`config.mk`:
```
export PLATFORM = sky130hd
export DESIGN_NAME = silife_step_scheduler
export DESIGN_NICKNAME = d
export VERILOG_FILES = /design/src/rtl/silife_sched_pkg.sv /design/src/rtl/silife_step_timer.sv /design/src/rtl/silife_step_scheduler.sv
export SDC_FILE = /design/constraint.sdc
export NUM_CORES = 1
export LEC_CHECK = 0
export CORE_MARGIN = 2
export CORE_UTILIZATION = 58
export DETAILED_ROUTE_END_ITERATION = 10
export DONT_BUFFER_PORTS = 1
export PLACE_DENSITY = 0.76
export SLEW_MARGIN = 30
export SYNTH_ARGS = -nofsm -noshare
export SYNTH_HDL_FRONTEND = slang
export SYNTH_SLANG_ARGS = --single-unit
```
`constraint.sdc`:
```
create_clock -name clk -period 3.05 [get_ports clk]
set_input_delay 0.1525 -clock clk [delete_from_list [all_inputs] [get_ports clk]]
set_output_delay 0.1525 -clock clk [all_outputs]
set_load 0.02 [all_outputs]
```
`src/rtl/silife_sched_pkg.sv`:
```
// Shared encodings for the silife step scheduler: host op codes, FSM states, default widths.
package silife_sched_pkg;

  localparam int unsigned DEF_ROW_W = 5;
  localparam int unsigned DEF_COL_W = 8;
  localparam int unsigned OP_W      = 2;
  localparam int unsigned HOLD_W    = 3;

  typedef enum logic [OP_W-1:0] {
    OP_STEP  = 2'd0,
    OP_READ  = 2'd1,
    OP_WRITE = 2'd2,
    OP_NOP   = 2'd3
  } host_op_e;

  typedef enum logic [2:0] {
    ST_IDLE      = 3'd0,
    ST_STEP      = 3'd1,
    ST_HOLD      = 3'd2,
    ST_WRITE     = 3'd3,
    ST_READ_ADDR = 3'd4,
    ST_READ_CAP  = 3'd5
  } sched_state_e;

endpackage

```
`src/rtl/silife_step_timer.sv`:
```
// Autorun period counter: counts while run && !hold, raises a single-bit pending tick
// on each period wrap and pulses tick_drop when a wrap finds a tick still pending.
module silife_step_timer #(
  parameter int unsigned PERIOD_W = 24
) (
  input  logic                clk,
  input  logic                rst,
  input  logic                run,
  input  logic                hold,
  input  logic [PERIOD_W-1:0] period,
  input  logic                tick_ack,
  output logic                tick_pending,
  output logic                tick_drop
);

  logic [PERIOD_W-1:0] count;
  logic [PERIOD_W-1:0] limit;
  logic                counting;
  logic                wrap;

  // A zero period behaves as a period of one; >= makes a lowered period tick promptly.
  always_comb begin
    limit    = (period == '0) ? '0 : period - PERIOD_W'(1);
    counting = run && !hold;
    wrap     = counting && (count >= limit);
  end

  always_ff @(posedge clk) begin
    if (rst) begin
      count        <= '0;
      tick_pending <= 1'b0;
      tick_drop    <= 1'b0;
    end else begin
      tick_drop <= 1'b0;
      if (counting) begin
        count <= wrap ? '0 : count + PERIOD_W'(1);
      end
      if (wrap) begin
        if (tick_pending && !tick_ack) begin
          tick_drop <= 1'b1;
        end else begin
          tick_pending <= 1'b1;
        end
      end else if (tick_ack) begin
        tick_pending <= 1'b0;
      end
    end
  end

endmodule

```
`src/rtl/silife_step_scheduler.sv`:
```
// Arbitrates host row accesses and autorun steps onto the silife grid core controls.
// Optional build macro SILIFE_SCHED_STATS_EN enables the saturating overrun counter.
module silife_step_scheduler
  import silife_sched_pkg::*;
#(
  parameter int unsigned ROW_W        = DEF_ROW_W,
  parameter int unsigned COL_W        = DEF_COL_W,
  parameter int unsigned PERIOD_W     = 24,
  parameter int unsigned STEP_HOLDOFF = 2
) (
  input  logic                clk,
  input  logic                rst,
  input  logic                cfg_run,
  input  logic [PERIOD_W-1:0] cfg_period,
  input  logic                host_lock,
  input  logic                host_req_valid,
  output logic                host_req_ready,
  input  logic [OP_W-1:0]     host_req_op,
  input  logic [ROW_W-1:0]    host_req_row,
  input  logic [COL_W-1:0]    host_req_wdata,
  output logic                host_rsp_valid,
  output logic [COL_W-1:0]    host_rsp_rdata,
  output logic [ROW_W-1:0]    grid_row_select,
  output logic                grid_en,
  output logic                grid_wr_en,
  output logic [COL_W-1:0]    grid_data_in,
  input  logic [COL_W-1:0]    grid_data_out,
  output logic                grid_display_en,
  output logic [15:0]         gen_count,
  output logic [7:0]          overrun_count
);

  localparam logic [HOLD_W-1:0] HOLD_LOAD =
    HOLD_W'((STEP_HOLDOFF == 0) ? 0 : STEP_HOLDOFF - 1);

  sched_state_e      state;
  sched_state_e      state_nxt;
  logic [HOLD_W-1:0] hold_cnt;
  logic              accept_c;
  logic              tick_ack_c;
  logic              tick_pending;
  logic              tick_drop;
  host_op_e          req_op;

  silife_step_timer #(
    .PERIOD_W (PERIOD_W)
  ) u_timer (
    .clk          (clk),
    .rst          (rst),
    .run          (cfg_run),
    .hold         (host_lock),
    .period       (cfg_period),
    .tick_ack     (tick_ack_c),
    .tick_pending (tick_pending),
    .tick_drop    (tick_drop)
  );

  // Next-state and arbitration: a host request always beats a pending tick.
  always_comb begin
    req_op     = host_op_e'(host_req_op);
    accept_c   = 1'b0;
    tick_ack_c = 1'b0;
    state_nxt  = state;
    unique case (state)
      ST_IDLE: begin
        if (host_req_valid && host_req_ready) begin
          accept_c = 1'b1;
          unique case (req_op)
            OP_STEP:  state_nxt = ST_STEP;
            OP_READ:  state_nxt = ST_READ_ADDR;
            OP_WRITE: state_nxt = ST_WRITE;
            OP_NOP:   state_nxt = ST_HOLD;
          endcase
        end else if (tick_pending && !host_lock) begin
          tick_ack_c = 1'b1;
          state_nxt  = ST_STEP;
        end
      end
      ST_STEP:      state_nxt = (STEP_HOLDOFF == 0) ? ST_IDLE : ST_HOLD;
      ST_HOLD:      state_nxt = (hold_cnt == '0) ? ST_IDLE : ST_HOLD;
      ST_WRITE:     state_nxt = ST_IDLE;
      ST_READ_ADDR: state_nxt = ST_READ_CAP;
      ST_READ_CAP:  state_nxt = ST_IDLE;
      default:      state_nxt = ST_IDLE;
    endcase
  end

  // State register and registered grid/host outputs, all derived from the next state.
  always_ff @(posedge clk) begin
    if (rst) begin
      state           <= ST_IDLE;
      hold_cnt        <= '0;
      host_req_ready  <= 1'b1;
      host_rsp_valid  <= 1'b0;
      host_rsp_rdata  <= '0;
      grid_row_select <= '0;
      grid_en         <= 1'b0;
      grid_wr_en      <= 1'b0;
      grid_data_in    <= '0;
      grid_display_en <= 1'b1;
      gen_count       <= '0;
    end else begin
      state           <= state_nxt;
      host_req_ready  <= (state_nxt == ST_IDLE);
      grid_en         <= (state_nxt == ST_STEP);
      grid_wr_en      <= (state_nxt == ST_WRITE);
      grid_display_en <= !(host_lock || state_nxt == ST_READ_ADDR ||
                           state_nxt == ST_READ_CAP);
      host_rsp_valid  <= (state == ST_READ_CAP);

      if (state == ST_READ_CAP) begin
        host_rsp_rdata <= grid_data_out;
      end
      if (state_nxt == ST_STEP) begin
        gen_count <= gen_count + 16'd1;
      end

      if (accept_c && (req_op == OP_WRITE || req_op == OP_READ)) begin
        grid_row_select <= host_req_row;
      end
      if (accept_c && req_op == OP_WRITE) begin
        grid_data_in <= host_req_wdata;
      end

      // Steps load the holdoff; a NOP passes through HOLD for a single cycle.
      if (state_nxt == ST_HOLD && state != ST_HOLD) begin
        hold_cnt <= (state == ST_STEP) ? HOLD_LOAD : '0;
      end else if (state == ST_HOLD && hold_cnt != '0) begin
        hold_cnt <= hold_cnt - HOLD_W'(1);
      end
    end
  end

`ifdef SILIFE_SCHED_STATS_EN
  logic run_q;

  // Saturating count of dropped ticks, cleared when autorun is re-enabled.
  always_ff @(posedge clk) begin
    if (rst) begin
      run_q         <= 1'b0;
      overrun_count <= '0;
    end else begin
      run_q <= cfg_run;
      if (cfg_run && !run_q) begin
        overrun_count <= '0;
      end else if (tick_drop && overrun_count != 8'hFF) begin
        overrun_count <= overrun_count + 8'd1;
      end
    end
  end
`else
  logic unused_tick_drop;
  assign unused_tick_drop = tick_drop;
  assign overrun_count    = '0;
`endif

endmodule

```
# Word-level counts from Yosys, hierarchy flattened
# Cells that the tools add are included.
[totals]
reg_bits = 73
input_bits = 52
output_inout_bits = 50
elab_cells = 74
[op_classes]
addsub = 4
n_lt_le_gt_ge = 1
n_eq_ne = 14
n_mux = 18
reduce_logical = 24
[op_table]
columns = ["cell", "count"]
rows = [
  ["$mux W24", 2],
  ["$add A24 B1 Y24 const B", 1],
  ["$ge A24 B24 Y1", 1],
  ["$logic_not A24 Y1", 1],
  ["$pmux W3 S4", 2],
  ["$sub A24 B1 Y24 const B", 1],
  ["$add A16 B1 Y16 const B", 1],
  ["$eq A3 B3 Y1 const B", 4],
  ["$mux W3", 4],
  ["$eq A3 B2 Y1 const B", 3],
  ["$logic_and A1 B1 Y1", 9],
  ["$logic_not A3 Y1", 3],
  ["$mux W1", 9],
  ["$eq A3 B1 Y1 const B", 2],
  ["$eq A2 B2 Y1 const B", 2],
  ["$reduce_bool A2 Y1", 2],
  ["$logic_not A1 Y1", 3],
  ["$logic_or A1 B1 Y1", 3],
  ["$ne A3 B2 Y1 const B", 1],
  ["$reduce_bool A3 Y1", 1],
  ["$sub A3 B1 Y3 const B", 1],
  ["$eq A2 B1 Y1 const B", 1],
  ["$logic_not A2 Y1", 1],
  ["$mux W2", 1],
  ["other kinds (2)", 2],
]

# Logic depth before layout (Yosys ltp)
[logic_depth]
word_depth = 9
depth_mapped = 14
ltp_nobuf = 12

# Modules after synthesis
# From an unflattened synthesis, not the netlist that was laid out.
[hier_totals]
hier_cells = 571
area_unflattened_um2 = 4664.5
[by_module_without_submodules]
columns = ["mod", "n_inst", "cells_per_inst", "area_each_um2", "seq_area_each_um2"]
rows = [
  ["silife_step_timer", 1, 314, 2439.8, 520.5],
  ["silife_step_scheduler", 1, 257, 2224.6, 960.9],
]

# Least setup slack after synthesis
# No wires, ideal clock.
[synth_timing]
kind = "input to register"
from = "input cfg_period[11]"
to = "register u_timer.count[6]"
setup_ps = 115
t_arrival_ps = 2886
required_time_ps = 2935
path_slack_ps = 48
cell_stages = 12
n_path_buf = 1
cell_sequence = "or4_4 nor3_4 nand3_1 nor3b_1 a21oi_1 ha_1 nand4_1 nor4_1 o2111ai_1 a41oi_2 buf_4 nor2_1"
[synth_between]
elab_chain_cells = 5
word_cells_on_any_way = 6
classes_between = "add/sub: 1; order compare: 1; mux: 2; reduce/logical: 2"
[synth_rtl]
columns = ["item", "line_no", "text"]
rows = [
  ["start: declaration", "silife_step_scheduler.sv:14", "input logic [PERIOD_W-1:0] cfg_period,"],
  ["$sub A24 B1 Y24 or $logic_not A24 Y1 (tied branches)", "silife_step_timer.sv:23", "limit = (period == '0) ? '0 : period - PERIOD_W'(1);"],
  ["$mux W24 *", "silife_step_timer.sv:23", ""],
  ["$ge A24 B24 Y1 *", "silife_step_timer.sv:25", "wrap = counting && (count >= limit);"],
  ["$logic_and A1 B1 Y1 *", "silife_step_timer.sv:25", ""],
  ["$mux W24 *", "silife_step_timer.sv:36", "count <= wrap ? '0 : count + PERIOD_W'(1);"],
  ["end signal: assignment", "silife_step_timer.sv:36", ""],
  ["end: declaration", "silife_step_timer.sv:16", "logic [PERIOD_W-1:0] count;"],
]
# Mark *: on every way between the ends. The rest lies on a longest branch, timed or not.
# A chain may end at the register's enable or synchronous reset.

# Worst setup path in the final report
[layout_timing]
from = "input cfg_period[11]"
to = "register u_timer.count[14]"
# The elaborated chain is that of the path after synthesis.

==> metrics.yaml <==
outcome: "completed"
yosysSeqAreaShare_pct: 33.1
cts_sinks: 73
critical_path_class: "in -> reg"
max_stage_delay_ns: 0.54
syn2layout_area_growth_pct: 12.5
vias_per_cell: 5.78
clk_pin_slew_worst_paths_ns: 0.08
required_ns: 3.34
hold_class: "in -> reg"
grt_first_pass_wirelength_mm: 17.6
antenna_found_initial: 0
grt_usage_pct: 25.8
period_minus_slack_ns: 2.83
dp_hpwl_mm: 7.34
mostFrequentLayoutCells: "dfxtp_1, nand2_1, nor2_1"
post_dp_cell_area_mm2: 0.00450
place_ws_ns: -0.129
syn_inst: 548
clkLatencyLatePin_ns: 0.35
crit_path_frequent_cell: "buf_4"
async_flop_share_pct: 0
critical-path-slowest-cell: "or4_4"
coreArea_mm2: 0.00729
ys.flop_type: "dfxtp_1"
vdd_ir_drop_max_v: 0.000272
fin_util_pct: 68.0
placementRows: 31
diodes: 0
finalHoldWorstSlack_ns: 0.0314
rsz0062_at_grt: "false"
grt.overflow.total: 0
first_pass_iters: 4
design_area_mm2: 0.00496
h-tree-depth: 3
synthesis.area_mm2: 0.00441
synth-edff-count: 0
drt_iter0_markers: 183
tns_ns: 0
cts-root-buf: "clkbuf_8"
ys.warnings.count: 0
io_buffers: 0
fillCellCount: 608
gp_congestion: 0.932
die_x_um: 91.2
drc: 0
p_leak_nw: 1.96
end_kind: "register"
p_per_area_mw_per_mm2: 424
slew_headroom_pct: 58.6
avgSynthCellArea_um2: 8.05
cpLargestDelayFamily: "simple AND/OR/NAND/NOR gates"
power.total_mw: 2.10
maxSlewViolCount: 0
max_freq_mhz: 353
dp.cells: 634
final_common_cell: "dfxtp_1"
synth-seq-cells: 73
max-clock-path-buffers: 2
yosysUniqueCellTypes: 52
ios: 102
start_util_pct: 60.5
final_cells: 672
finalCritPeriodShare_pct: 92.8
max-cap-violations: 0
vias: 3886
wire_per_inst_um: 15.4
fin_ws_ns: 0.221
final_nets: 655
clock-skew-final_ns: 0.00744
worstPathCellList: "or4_4 > nor3_4 > buf_4 > nand3_2 > buf_4 > nand2_1 > ha_1 > nand4_1 > buf_4 > nor2_1 > a221oi_1 > a41oi_2 > buf_12 > nor2_1"
die_y_um: 91.2
dieArea_mm2: 0.00832
tritoncts: "built"
routed_wl_mm: 10.4
grt_max_degree: 40
first_global_vias: 3852
setup_viol: 0
cts_buffers: 9
critPathBufInv: 4
cp.arrival_ns: 3.12
hold_viol: 0
start_kind: "primary input"
ant_nets: 0
layout-drive-gt1-share_pct: 7.68
cp_max_fo: 22
worst_slew_pin_slew_ns: 0.619
[state kept, by name (all words and copies together) (netlist names), 3 cells and up]
name	count
hold_cnt	3
state	3
host_rsp_rdata	8
grid_data_in	8
grid_row_select	5
u_timer.count	24
gen_count	16
[repair_timing]
| item | in CTS | in global routing |
|---|---|---|
| endpoints found under the setup margin | 0 | 21 |
| hold endpoints to repair | 40 | 0 |
| gates resized for setup | 0 | 2 |
| setup buffers | 0 | 0 |
| hold buffers | 23 | 0 |
[metal layers]
layer	GRT usage [%]	routed length (µm)
met3	6.64	614
met5	0	0
met2	44.4	5180
met4	9.97	177
met1	30.8	4390
[cell families (layout without fill, tap and decap cells)]
group	Yosys count	after routing	share of synthesized area, %
AOI/OAI and AO/OA	71	71	9.90
xor gates and xnor gates	41	41	8.14
adders and majority gates	34	34	9.64
buffers and inverters	49	67	5.28
DFF	73	73	33.1
muxes	16	16	3.83
other	1	8	0.0850
and+or+nand+nor	263	263	30.0
[synthesized netlist by cell type, types with 6 or more instances]
master    number  area [µm²]
nor2b_1        9        56.3
dfxtp_1       73        1460
inv_1         17        63.8
a21oi_1       36         180
nor2_1        63         236
nor3_1        19        95.1
ha_1          34         425
buf_2          6        30.0
buf_4         11        82.6
nor4_1        15        93.8
o21ai_0       10        50.1
nand4_1       11        68.8
xnor2_1       32         280
and3_1         9        56.3
xor2_1         9        78.8
clkbuf_1      11        41.3
mux2_2         7        78.8
or4_1          8        60.1
o31ai_1        9        67.6
mux2i_1        9        90.1
nand3_1       33         165
nand2_1       66         248
[cell type report]
type | count | area, µm² | share of cell area, %
inverters | 17 | 63.8 | 1.29
well taps | 99 | 124 | 2.50
flip-flops and latches | 73 | 1460 | 29.5
clock buffers | 10 | 138 | 2.77
repair buffers | 35 | 343 | 6.91
clock inverters | 5 | 80.1 | 1.61
multi-input cells | 433 | 2750 | 55.5
[power by group]
| part | leakage (nW) | internal, mW | total, mW | switching [mW] |
|---|---|---|---|---|
| Sequential | 0.590 | 0.976 | 1.02 | 0.0398 |
| Clock | 0.104 | 0.477 | 0.839 | 0.363 |
| Combinational | 1.27 | 0.0999 | 0.249 | 0.149 |
[worst paths after layout]
kind | from | endpoint | slack [ns] | cells past startpoint
worst max-delay path | cfg_period[11] | u_timer.count[14] | 0.22 | 14
worst min-delay path | rst | gen_count[13] | 0.03 | 2
worst max register to register | host_req_ready | gen_count[15] | 0.78 | 5
worst min register to register | hold_cnt[0] | hold_cnt[0] | 0.50 | 2
[worst reg2reg max path: cells and delay by family, from the launching register on]
family | cells | cell delay, ns
simple gates | 3 | 1.04
flops | 1 | 0.47
mux | 2 | 0.66
No activity file was read; power rests on OpenSTA's default activity.
